==> src/rtl/zuc256_ks_prefetch.sv <==
// Keystream prefetch responder: keeps a DEPTH-word FIFO of ZUC-256 keystream
// topped up from the core and answers consumer init/next requests from it.
module zuc256_ks_prefetch #(
  parameter int unsigned DEPTH = 4
) (
  input  logic                         clk,
  input  logic                         reset,
  input  logic                         init,
  input  logic                         next,
  output logic [31:0]                  z,
  output logic                         ready,
  output logic                         core_init,
  output logic                         core_next,
  input  logic [31:0]                  core_z,
  input  logic                         core_ready,
  output logic [$clog2(DEPTH+1)-1:0]   fill
);

  localparam int unsigned FW = $clog2(DEPTH + 1);
  localparam int unsigned PW = $clog2(DEPTH);
  localparam int unsigned WW = 32;

  typedef enum logic [1:0] {
    C_OFF   = 2'd0,
    C_GUARD = 2'd1,
    C_WAIT  = 2'd2,
    C_RUN   = 2'd3
  } c_state_t;

  typedef enum logic {
    D_IDLE = 1'b0,
    D_PEND = 1'b1
  } d_state_t;

  c_state_t        c_state;
  c_state_t        c_state_d;
  d_state_t        d_state;
  d_state_t        d_state_d;

  logic            drop;
  logic            drop_d;
  logic            init_pend;
  logic            init_pend_d;
  logic            core_init_d;
  logic            core_next_d;
  logic            ready_d;

  logic            flush;
  logic            session;
  logic            push;
  logic            pop;
  logic [FW-1:0]   fill_after;

  logic [WW-1:0]   mem [DEPTH];
  logic [PW-1:0]   wr_ptr;
  logic [PW-1:0]   rd_ptr;

  // Shared request decode; init always wins over next and empties the FIFO.
  always_comb begin
    flush      = init;
    session    = (c_state != C_OFF);
    pop        = (d_state == D_PEND) && !flush && (fill != '0);
    fill_after = fill - FW'(pop);
  end

  // Core FSM next state: one core operation in flight at a time, never aborted.
  always_comb begin
    c_state_d   = c_state;
    drop_d      = drop;
    init_pend_d = init_pend;
    core_init_d = 1'b0;
    core_next_d = 1'b0;
    push        = 1'b0;
    case (c_state)
      C_OFF: begin
        if (init) begin
          core_init_d = 1'b1;
          c_state_d   = C_GUARD;
        end
      end
      C_GUARD: begin
        // core_ready may still be stale in the pulse cycle
        c_state_d = C_WAIT;
        if (init) begin
          drop_d      = 1'b1;
          init_pend_d = 1'b1;
        end
      end
      C_WAIT: begin
        if (core_ready) begin
          if (drop || init) begin
            // word belongs to a superseded session
            drop_d = 1'b0;
            if (init_pend || init) begin
              core_init_d = 1'b1;
              init_pend_d = 1'b0;
              c_state_d   = C_GUARD;
            end else begin
              c_state_d = C_RUN;
            end
          end else begin
            push      = 1'b1;
            c_state_d = C_RUN;
          end
        end else if (init) begin
          drop_d      = 1'b1;
          init_pend_d = 1'b1;
        end
      end
      C_RUN: begin
        if (init) begin
          core_init_d = 1'b1;
          c_state_d   = C_GUARD;
        end else if (fill_after < FW'(DEPTH)) begin
          core_next_d = 1'b1;
          c_state_d   = C_GUARD;
        end
      end
      default: begin
        c_state_d = C_OFF;
      end
    endcase
  end

  // Consumer FSM next state: one outstanding request, served from the FIFO head.
  always_comb begin
    d_state_d = d_state;
    ready_d   = ready;
    case (d_state)
      D_IDLE: begin
        if (init) begin
          ready_d   = 1'b0;
          d_state_d = D_PEND;
        end else if (next && session) begin
          ready_d   = 1'b0;
          d_state_d = D_PEND;
        end
      end
      D_PEND: begin
        if (pop) begin
          ready_d   = 1'b1;
          d_state_d = D_IDLE;
        end
      end
      default: begin
        d_state_d = D_IDLE;
      end
    endcase
  end

  // State, flag and output registers.
  always_ff @(posedge clk or posedge reset) begin
    if (reset) begin
      c_state   <= C_OFF;
      d_state   <= D_IDLE;
      drop      <= 1'b0;
      init_pend <= 1'b0;
      core_init <= 1'b0;
      core_next <= 1'b0;
      ready     <= 1'b0;
    end else begin
      c_state   <= c_state_d;
      d_state   <= d_state_d;
      drop      <= drop_d;
      init_pend <= init_pend_d;
      core_init <= core_init_d;
      core_next <= core_next_d;
      ready     <= ready_d;
    end
  end

  // Keystream output word, loaded from the FIFO head on each pop.
  always_ff @(posedge clk or posedge reset) begin
    if (reset) begin
      z <= '0;
    end else if (pop) begin
      z <= mem[rd_ptr];
    end
  end

  // FIFO pointers and occupancy; a flush also swallows a coincident push.
  always_ff @(posedge clk or posedge reset) begin
    if (reset) begin
      wr_ptr <= '0;
      rd_ptr <= '0;
      fill   <= '0;
    end else if (flush) begin
      wr_ptr <= '0;
      rd_ptr <= '0;
      fill   <= '0;
    end else begin
      if (push) begin
        wr_ptr <= wr_ptr + PW'(1);
      end
      if (pop) begin
        rd_ptr <= rd_ptr + PW'(1);
      end
      fill <= fill + FW'(push) - FW'(pop);
    end
  end

  // FIFO storage; contents are don't-care until written.
  always_ff @(posedge clk) begin
    if (push && !flush) begin
      mem[wr_ptr] <= core_z;
    end
  end

endmodule

==> config.mk <==
export PLATFORM = sky130hd
export DESIGN_NAME = zuc256_ks_prefetch
export DESIGN_NICKNAME = d
export VERILOG_FILES = /design/src/rtl/zuc256_ks_prefetch.sv
export SDC_FILE = /design/constraint.sdc
export NUM_CORES = 1
export LEC_CHECK = 0
export ABC_AREA = 1
export ABC_CLOCK_PERIOD_IN_PS = 4900
export CORE_MARGIN = 4
export CORE_UTILIZATION = 35
export CTS_CLUSTER_SIZE = 20
export DETAILED_ROUTE_END_ITERATION = 6
export DONT_BUFFER_PORTS = 1
export GPL_TIMING_DRIVEN = 1
export RECOVER_POWER = 100
export SYNTH_ARGS = -nofsm -noshare
export SYNTH_HDL_FRONTEND = slang
export SYNTH_SLANG_ARGS = --single-unit
==> constraint.sdc <==
create_clock -name clk -period 4.9 [get_ports clk]
set_clock_uncertainty 0.05 [all_clocks]
set_input_delay 0.245 -clock clk [delete_from_list [all_inputs] [get_ports clk]]
set_output_delay 0.245 -clock clk [all_outputs]
set_load 0.01 [all_outputs]
* Word-level counts from Yosys, hierarchy flattened
Memories as Yosys holds them, arrays and structs flattened. A register that Yosys moved wholly into a read port is not among the register bits. Cells that the tools add are included.
Storage, ports and cells: memory bits (writable) 128, latch bits 0, memories kept 1, output and inout bits 38, memory bits (read-only) 0, flip-flop bits (word level) 15, bits of input ports 37
Memories:
- mem | words 4, bits a word 32, rd ports 1, clocked after memory_dff 1, wr ports 1, line 54 | logic [WW-1:0] mem [DEPTH];
Operators by class: $mul 0, bitwise logic cells 1, add/sub/neg operators 5, $lt $le $gt $ge 1, divide/modulo/power cells 0, reductions and logical operators 18, shift-type cells 0, multiplexer cells 42, eq/ne operators 10
Operators with widths (number):
- two-way mux 1 bit | 25
- two-way mux 2 bit | 10
- inequality test 3 bit, second input constant | 4
- case mux 1 bit (2 select lines) | 5
- case mux 2 bit (4 select lines) | 1
- nonzero test 2 bit | 4
- AND reduction 3 bit | 2
- subtractor 3 x 1 -> 3 bit | 2
- adder 2 x 1 -> 2 bit, second input constant | 2
- equality test 2 bit, second input constant | 2
- logical AND 1 bit | 4
- inequality test 2 bit, second input constant | 2
- AND reduction 2 bit | 2
- adder 3 x 1 -> 3 bit | 1
- < comparator 3 bit, second input constant | 1
- two-way mux 3 bit | 1
- nonzero test 3 bit | 1
- equality test 2 x 1 -> 1 bit, second input constant | 1
- zero test 2 bit | 1
- logical OR 1 bit | 2
- inequality test 2 x 1 -> 1 bit, second input constant | 1
- OR reduction 2 bit | 1
- zero test 1 bit | 1
- inverter 1 bit | 1

* Logic depth before layout (Yosys ltp)
word-level depth 8, gate-level depth with buffers 10, gate-level depth less buffers 10

* Least setup slack after synthesis
OpenSTA, ideal clock, no wires.
path kind reg-to-reg, start point reg c_state[0], end point mem mem[0][0], enable pin, setup time 0.421 ns, arrival time 2.464 ns, stages on the path, launching flop included 7, path buffers 0, clock period less this slack 2.935 ns, slack 1.965 ns, required time 4.429 ns, cell sequence dfrtp_1 > inv_1 > ha_1 > nand2_1 > nor3_4 > inv_1 > nor2_1
Between the ends: cells in the longest elaborated chain, start to end 5
RTL lines:
- from (decl) | line 35 | c_state_t c_state;
- from (signal assigned) | line 162 | c_state <= c_state_d;
- equality test 2 bit | line 74 | case (c_state)
- two-way mux 1 bit | line 74
- logical AND 1 bit | line 204 | if (push && !flush) begin
- two-way mux 1 bit | line 204
- two-way mux 1 bit (implied by the code) | line 205 | mem[wr_ptr] <= core_z;
- to (decl) | line 54
Every way passes these cells.

* Worst setup path in the final report
start point in init, end point reg fill[1]
Between the ends: cells in the longest elaborated chain, start to end 7, elaborated cells on any way between the ends 10, classes of those cells add/sub (2); mux (4); reduce/logical (4)
RTL lines:
- from (decl) | line 8 | input logic init,
- logical OR 1 bit | line 91 | if (drop || init) begin
- two-way mux 1 bit | line 91
- two-way mux 1 bit | line 90 | if (core_ready) begin
- two-way mux 1 bit | line 74
- adder 3 x 1 -> 3 bit | line 198 | fill <= fill + FW'(push) - FW'(pop);
- subtractor 3 x 1 -> 3 bit | line 198
- two-way mux 3 bit * | line 187 | end else if (flush) begin
- to (signal assigned) | line 198
- to (decl) | line 16 | output logic [$clog2(DEPTH+1)-1:0] fill
Mark *: on every way between the ends. The rest lies on a longest branch, timed or not. A chain may end at the register's enable or synchronous reset.

==> flow_summary.ini <==
[timing]
period_needed_ns = 3.70
timing.fmax_mhz = 270
post-route-period-util_pct = 75.6
worst-slew-pin-transition_ns = 1.95
setup_viol = 0
timing.final.max_slew_violations = 284
timing.slew.headroom_pct = -30.0
finalSetupTns_ns = 0
rsz_0062_raised_after_global_routing = no
timing.final.hold_violations = 0
fin_worst_hold_slack_ns = 0.0222

[synth]
syn_inst = 623
synth_most_common_cell = nand2_1
post_synth_main_area_contributors = edfxtp_1, dfrtp_1, nand2_1
synth_top_area_share_pct = 54.7
synth_fp_nets = 671
ffs_latches_synth = 175
ys_warn_count = 0
ys_top_cells_by_count = nand2_1, nor2_1, edfxtp_1, dfrtp_1, o21ai_0
synthFlopType = edfxtp_1
netlist_area_before_placement_um2 = 7030
edff_count_synth = 128
synth_cell_type_count = 26
syn-mean-instance-area_um2 = 11.3
synth.yosys.seq_area_share_pct = 71.4
yosys.area.top_type = edfxtp_1
synth_async_reset_ratio_pct = 26.9

[cts]
clk_transition_reported_paths_ns = 0.06
cts.path.max_buffers = 2
clkLatencyLatePin_ns = 0.42
cts-resized-gates = 0
cts.sink_count = 175
clock-root-buffer = clkbuf_16
htree_levels = 4
cts_inserted_buffers = 17
cts_hold_buffers = 34
postCtsSetupBuffers = 0
tritoncts = built

[worst_setup_path]
worstSetupPathType = in -> reg
r2r_setup_slack_ns = 1.23
rr_startpoint = c_state[0]
timing.critical_path.to_type = flop
timing.rr.end = mem[0][21]
crit_path_max_fanout = 37
required_ns = 5.20
start_kind = input port
worst-endpoint-arrival_ns = 4.00
worst-r2r-cell-count = 6

[worst_hold_path]
worst_hold_startpoint = init
hold_path.class = in -> reg
timing.hold.worst_path_depth = 3
min_to = rd_ptr[0]

[place]
port_buffers = 0
total_cell_area_at_the_placement_stage_um2 = 7240
dpl.hpwl_mm = 8.51
routabilityCongestion = 0.772

[run_status]
status = finished with violations
violations_in_the_final_reports = max-capacitance violations, max-slew violations

[global_route]
total_global_route_track_usage_pct = 13.8
grt_start_max_net_pins = 68
antenna_found_initial = 1
first_global_vias = 4538
grt_pass1_wl_mm = 23.7
grt-ovfl-total = 0

[floorplanning]
dieWidth_um = 150
floorplan.die_area_um2 = 22400
design.core.area_um2 = 19600
design.portCount = 75
initial_cell_density_of_the_core_pct = 35.9
fp-row-count = 51
floorplan.die.height_um = 150

[finish]
postLayoutCellArea_um2 = 8190
design.final.nets = 698
post_route_cells_drive_above_1_share_pct = 6.18
area.growth.synth_to_final_pct = 16.6

[routing]
drt-initial-drc-count = 320
route.antenna.remaining_nets = 0
drc = 0
first_pass_iters = 4
postRouteWirelength_mm = 14.8
vias = 4355
drt-wirelength-per-cell_um = 16.0
viasPerCell = 4.69

[pwr]
report.power.total_uw = 4220
power-per-cell-area_nw_per_um2 = 515
vdd_drop_max_v = 0.000271
cellLeakagePower_uw = 0.00321

[run]
max_cap_viol_count = 7
-- worst max-delay path, cell delays in order --
cell and delay (ns):
dlygate4sd3_1 0.68, inv_2 0.17, nand2_1 0.09, a21oi_2 1.37
inv_4 0.55, nor2_1 0.33, fa_1 0.45, nor2_1 0.09
-- layer usage --
| metal | share of wire, % | vias to the layer above | GRT usage, % |
|---|---|---|---|
| li1 | - | 2120 | - |
| met1 | 44 | 2109 | 17.6 |
| met2 | 49 | 107 | 22.9 |
| met3 | 5.2 | 19 | 3.79 |
| met4 | 1.6 | 0 | 4.62 |
| met5 | 0 | - | 0 |
-- state kept, by name, summed over array words and instances, names as in the netlist, 2 cells and up --
| name | cells |
|---|---|
| mem | 128 |
| z | 32 |
| fill | 3 |
| c_state | 2 |
| rd_ptr | 2 |
| wr_ptr | 2 |
-- worst max-delay path by stage --
| stage | end | depth (start not counted) | startpoint |
|---|---|---|---|
| after floorplan | mem[0][0] | 6 | c_state[0] |
| after global placement | fill[1] | 6 | fill[1] |
| after detailed placement | fill[1] | 6 | fill[1] |
| after CTS | fill[1] | 8 | init |
| after global routing | fill[1] | 8 | init |
| final | fill[1] | 8 | init |
-- area by class of cell --
type / count / area (µm²)
clock buffers: 20 / 447
fillers: 1843 / 11400
well taps: 265 / 332
clock inverters: 12 / 206
multi-input cells: 394 / 1730
repair buffers: 36 / 355
flip-flops and latches: 175 / 5020
inverters: 26 / 100
diodes: 1 / 2.50
-- where the power goes --
part	total, µW	internal, µW	switching (µW)
registers	1960	1760	204
clock network	1480	923	554
logic	776	253	522
-- layout by cell type, fill, tap and decap left out, types with 2 or more instances in the layout --
cell	n
bufinv_16	5
clkinvlp_4	4
clkbuf_1	2
dfrtp_1	46
nor2_2	4
nand3_1	7
ha_1	10
o21ai_0	47
a21oi_1	5
nor2_1	139
buf_4	2
clkbuf_16	17
o21ai_1	24
inv_6	2
dlygate4sd3_1	34
xor2_1	2
inv_1	24
edfxtp_1	128
nand2_1	147
nor3_1	2
-- cells by family (layout without fill, tap and decap cells) --
| family | after synthesis | after routing | synth area share, % |
|---|---|---|---|
| AND/OR/NAND/NOR | 301 | 301 | 16.5 |
| flip-flops | 175 | 175 | 71.4 |
| AO/OA/AOI/OAI | 80 | 80 | 5.96 |
| buffers and inverters | 54 | 94 | 3.86 |
| adder cells (fa/ha/maj) | 11 | 11 | 2.06 |
| XOR/XNOR | 2 | 2 | 0.249 |
| other | 0 | 1 | 0 |
-- per-stage QoR --
step,util [%],setup WS [ns],std cells
CTS,42.0,1.80,928
floorplan,-,1.96,623
global route,41.8,0.868,929
finish,41.8,1.20,929
detailed placement,36.9,1.95,862
global placement,36.9,2.06,862
No activity file was read; power rests on OpenSTA's default activity.
